==> src/rtl/sync_fifo_param.sv <==
// Single-clock FIFO around a simple-dual-port register array with registered read.
// Provides occupancy count, full/empty/threshold flags and sticky overflow/underflow.
module sync_fifo_param #(
   parameter int DATA_W   = 8,
   parameter int ADDR_W   = 4,
   parameter int AF_LEVEL = 14,
   parameter int AE_LEVEL = 2
) (
   input  logic              clk,
   input  logic              rst,
   input  logic              wr_en,
   input  logic [DATA_W-1:0] wr_data,
   input  logic              rd_en,
   output logic [DATA_W-1:0] rd_data,
   output logic              rd_valid,
   output logic              full,
   output logic              empty,
   output logic              almost_full,
   output logic              almost_empty,
   output logic [ADDR_W:0]   count,
   output logic              overflow,
   output logic              underflow,
   input  logic              clr_err
);

   localparam int DEPTH = 2 ** ADDR_W;

   localparam logic [ADDR_W:0]   DEPTH_CNT = (ADDR_W + 1)'(DEPTH);
   localparam logic [ADDR_W:0]   AF_CNT    = (ADDR_W + 1)'(AF_LEVEL);
   localparam logic [ADDR_W:0]   AE_CNT    = (ADDR_W + 1)'(AE_LEVEL);
   localparam logic [ADDR_W:0]   CNT_ONE   = (ADDR_W + 1)'(1);
   localparam logic [ADDR_W-1:0] PTR_ONE   = ADDR_W'(1);

   logic [DATA_W-1:0] mem [0:DEPTH-1];

   logic [ADDR_W-1:0] wr_ptr_reg, wr_ptr_next;
   logic [ADDR_W-1:0] rd_ptr_reg, rd_ptr_next;
   logic [ADDR_W:0]   count_reg, count_next;
   logic [DATA_W-1:0] rd_data_reg;
   logic              rd_valid_reg;
   logic              overflow_reg, overflow_next;
   logic              underflow_reg, underflow_next;

   logic full_int, empty_int;
   logic wr_acc, rd_acc;

   // Flags come straight from the registered count, so they track the post-edge state.
   assign full_int  = (count_reg == DEPTH_CNT);
   assign empty_int = (count_reg == '0);
   assign wr_acc    = wr_en & ~full_int;
   assign rd_acc    = rd_en & ~empty_int;

   always_comb begin
      wr_ptr_next    = wr_ptr_reg;
      rd_ptr_next    = rd_ptr_reg;
      count_next     = count_reg;
      overflow_next  = overflow_reg;
      underflow_next = underflow_reg;

      if (wr_acc) begin
         wr_ptr_next = wr_ptr_reg + PTR_ONE;
      end
      if (rd_acc) begin
         rd_ptr_next = rd_ptr_reg + PTR_ONE;
      end

      unique case ({wr_acc, rd_acc})
         2'b10:   count_next = count_reg + CNT_ONE;
         2'b01:   count_next = count_reg - CNT_ONE;
         default: count_next = count_reg;
      endcase

      // A fresh error on the same edge as clr_err keeps the flag set.
      if (clr_err) begin
         overflow_next  = 1'b0;
         underflow_next = 1'b0;
      end
      if (wr_en & full_int) begin
         overflow_next = 1'b1;
      end
      if (rd_en & empty_int) begin
         underflow_next = 1'b1;
      end
   end

   always_ff @(posedge clk) begin
      if (rst) begin
         wr_ptr_reg    <= '0;
         rd_ptr_reg    <= '0;
         count_reg     <= '0;
         overflow_reg  <= 1'b0;
         underflow_reg <= 1'b0;
      end else begin
         wr_ptr_reg    <= wr_ptr_next;
         rd_ptr_reg    <= rd_ptr_next;
         count_reg     <= count_next;
         overflow_reg  <= overflow_next;
         underflow_reg <= underflow_next;
      end
   end

   // Array write port; contents survive reset, but a write during reset is discarded.
   always_ff @(posedge clk) begin
      if (!rst && wr_acc) begin
         mem[wr_ptr_reg] <= wr_data;
      end
   end

   // Registered read port; rd_data holds its value between pops.
   always_ff @(posedge clk) begin
      if (rst) begin
         rd_data_reg  <= '0;
         rd_valid_reg <= 1'b0;
      end else begin
         rd_valid_reg <= rd_acc;
         if (rd_acc) begin
            rd_data_reg <= mem[rd_ptr_reg];
         end
      end
   end

   assign rd_data      = rd_data_reg;
   assign rd_valid     = rd_valid_reg;
   assign full         = full_int;
   assign empty        = empty_int;
   assign almost_full  = (count_reg >= AF_CNT);
   assign almost_empty = (count_reg <= AE_CNT);
   assign count        = count_reg;
   assign overflow     = overflow_reg;
   assign underflow    = underflow_reg;

endmodule

==> config.mk <==
export PLATFORM = sky130hd
export DESIGN_NAME = sync_fifo_param
export DESIGN_NICKNAME = d
export VERILOG_FILES = /design/src/rtl/sync_fifo_param.sv
export SDC_FILE = /design/constraint.sdc
export NUM_CORES = 1
export LEC_CHECK = 0
export BUFFER_PORTS_ARGS = -buffer_cell sky130_fd_sc_hd__buf_2
export CAP_MARGIN = 0
export CORE_ASPECT_RATIO = 1.5
export CORE_MARGIN = 2
export CORE_UTILIZATION = 46
export DETAILED_ROUTE_END_ITERATION = 8
export PLACE_DENSITY = 0.74
export RECOVER_POWER = 50
export SYNTH_ARGS = -nofsm -noshare
export SYNTH_HDL_FRONTEND = slang
export SYNTH_SLANG_ARGS = --single-unit
export TNS_END_PERCENT = 20
==> constraint.sdc <==
create_clock -name clk -period 2.5 [get_ports clk]
set_input_delay 0.5 -clock clk [delete_from_list [all_inputs] [get_ports clk]]
set_output_delay 0.5 -clock clk [all_outputs]
set_load 0.01 [all_outputs]
==> impl_metrics.toml <==
[route]
met1Wirelength_mm = 4.80
initialDrtViolationCount = 219
avgRoutedWirePerCell_um = 20.0
top_layer = "met4"
drc = 0
wl_met2_mm = 6.99
routed_wl_mm = 12.7
firstDrtPassIters = 4
via_per_inst = 5.63
antenna_left = 0
num_vias = 3563
met3_length_um = 578

[worst_setup_path]
required_ns = 2.81
critPathMaxFanout = 4
setup.worst_path.end_class = "register"
r2r_start = "count[3]$_SDFFE_PP0P_"
critPathLaunch = "count[3]$_SDFFE_PP0P_"
reg2reg_slack_ns = -0.06
crit_arrival_ns = 2.86
critical_path.startpoint_type = "register"
crit_type = "reg2reg"

[timing]
hold_viol = 0
setup_slack_ns = -0.0565
period_minus_slack_ns = 2.56
clock_skew_ns = 0.00656
slew_violations = 0
setup_viol = 1
rsz0062_at_grt = "yes"
worst_pin_slew_ns = 0.841
whs_ns = 0.332
fin_crit_sh_pct = 102
max_freq_mhz = 391
slew_headroom_pct = 43.9

[synth]
syn_avg_cell_area_um2 = 15.2
syn_area_um2 = 6100
synth-compound-area-share_pct = 5.54
synth-adder-area-share_pct = 2.17
synth_enable_flop_cells = 128
ys_warn_count = 0
synth_top_cell_area_share_pct = 63.0
synth_top_family_by_area = "multiplexers"
yosys-top-cells-count = "128 x edfxtp_1, 66 x mux2i_1, 44 x nor2_1"
synth_area_leaders = "edfxtp_1 63%, mux2i_1 11%, dfxtp_1 7.9%"
synth_top_area_cell = "edfxtp_1"
synthXorXnorAreaFrac_pct = 1.15
ys_types = 35
synthArstFlopShare_pct = 0
synthFlopType = "edfxtp_1"
synth_nets = 424
synth-seq-cells = 152
yosysSeqAreaShare_pct = 70.9
synth_mux_area_share_pct = 11.0
synth-simple-area-share_pct = 6.52
yosysMostFrequentCell = "edfxtp_1"
synthCells = 401

[final_layout]
largest_reg_flops = 128
multi_input_area_um2 = 1640
n_antenna_cell = 0
nets = 484
fill_cells = 998
drive_gt1_share_pct = 20.7
syn_to_final_growth_pct = 19.4
seq_area_um2 = 4340

[floorplan]
initial_core_util_pct = 47.1
coreArea_um2 = 13000
fp.dieH_um = 145
io_pins = 33
die_x_um = 98.0
die_area_um2 = 14200
rows = 51

[status]
violations = "negative setup slack"
status = "finished, violations left"

[clock_tree]
cts_tree = "done"
clock_latency_ns = 0.42
cts_buffers = 17
h-tree-depth = 4
clock_tree.buffer_depth = 2
clk_pin_slew_ns = 0.06
clock_sinks = 152
cts_root_buf = "clkbuf_16"
cts_hold_buf = 0

[pwr]
power_mw = 7.12
p_leak_nw = 2.43
p_per_area_nw_per_um2 = 978
ir_worst_vdd_mv = 0.493

[worst_hold_path]
hp-class = "in2reg"
min_from = "wr_en"

[global_routing]
grt.total_usage_pct = 18.5
grt_pass1_wl_mm = 19.7
grt_antenna_before_repair = 0
grt_remaining_overflow = 0
grt_pass1_vias = 3637
grt_max_degree = 27

[placed_design]
dp_hpwl_mm = 8.57
dpl_worst_slack_ns = -0.0685
gp_congestion = 0.824
io_buffers = 32

[run]
cap_viol_max_count = 0
==> final cells by class <==
class / instances / share of cell area [%]
Sequential cell: 152 / 59.5
Multi-Input combinational cell: 219 / 22.6
Clock buffer: 18 / 5.89
Timing Repair Buffer: 61 / 5.40
Clock inverter: 14 / 3.35
Tap cell: 159 / 2.73
Inverter: 10 / 0.515
==> power by group <==
group          total (mW)  switching (mW)  internal (mW)  leakage [nW]
Sequential           3.03           0.121           2.91          1.35
Clock                2.88           0.996           1.88         0.323
Combinational        1.21           0.704          0.509         0.754
Total                7.12            1.82           5.30          2.43
==> metrics by stage <==
step / setup TNS (ns) / instances / cell area [um^2] / util [%]
floorplan: -0.00367 / 401 / 6140 / -
global placement: 0 / 599 / 6600 / 50.9
detailed placement: -0.0685 / 599 / 6600 / 50.9
CTS: -0.0418 / 632 / 7280 / 56.2
global route: -0.152 / 633 / 7280 / 56.2
finish: -0.0565 / 633 / 7280 / 56.2
==> cell usage in the layout (no fill, tap or decap), types with 3 or more instances in the layout <==
master / netlist / final
xnor2_1: 3 / 3
clkinv_4: 0 / 4
nor4_1: 8 / 8
nand3b_1: 4 / 4
edfxtp_1: 128 / 128
clkbuf_16: 0 / 17
nand3_1: 3 / 3
buf_4: 5 / 27
nand2_1: 8 / 8
a211oi_1: 8 / 8
buf_2: 6 / 24
or3b_1: 3 / 3
mux2i_1: 66 / 66
o22ai_1: 32 / 32
xor2_1: 5 / 5
a21oi_1: 6 / 5
clkbuf_1: 4 / 9
bufinv_16: 0 / 6
ha_1: 9 / 8
nor2_1: 44 / 44
dfxtp_2: 0 / 3
inv_1: 10 / 9
dfxtp_1: 24 / 19
==> worst paths after layout <==
| path | endpoint | cells after the start |
|---|---|---|
| setup / recovery | count[4]$_SDFFE_PP0P_ | 11 |
| hold / removal | overflow$_SDFFE_PP0P_ | 3 |
| setup reg to reg | count[4]$_SDFFE_PP0P_ | 11 |
| hold reg to reg | rd_data[5]$_SDFFE_PP0P_ | 2 |
==> per-layer routing <==
| metal | vias up | global-route usage, % |
|---|---|---|
| met4 | 0 | 7.99 |
| li1 | 1654 | - |
| met5 | - | 0 |
| met3 | 24 | 4.43 |
| met2 | 122 | 33.3 |
| met1 | 1763 | 20.6 |
==> repair_timing <==
item,in CTS,in global routing
resized for setup,1,1
setup endpoints to repair,1,1
setup buffers,1,1
cloned,0,0
pin swaps,4,2
==> critical path: stages (launching register included) <==
cell and delay, ns:
dfxtp_4 0.35, nor4_4 0.38, a21boi_2 0.11, inv_1 0.10, ha_4 0.16, inv_2 0.05, fa_2 0.34, nor2b_2 0.16
o21ai_2 0.07, nand3_1 0.07, or3b_1 0.36, mux2_2 0.28
==> cell families after synthesis <==
| kind of cell | count (synthesis) |
|---|---|
| fa+ha+maj | 10 |
| xor+xnor | 8 |
| simple gates | 82 |
| buf+inv | 30 |
| flops | 152 |
| compound gates | 52 |
| mux | 67 |
No activity file was read; power rests on OpenSTA's default activity.
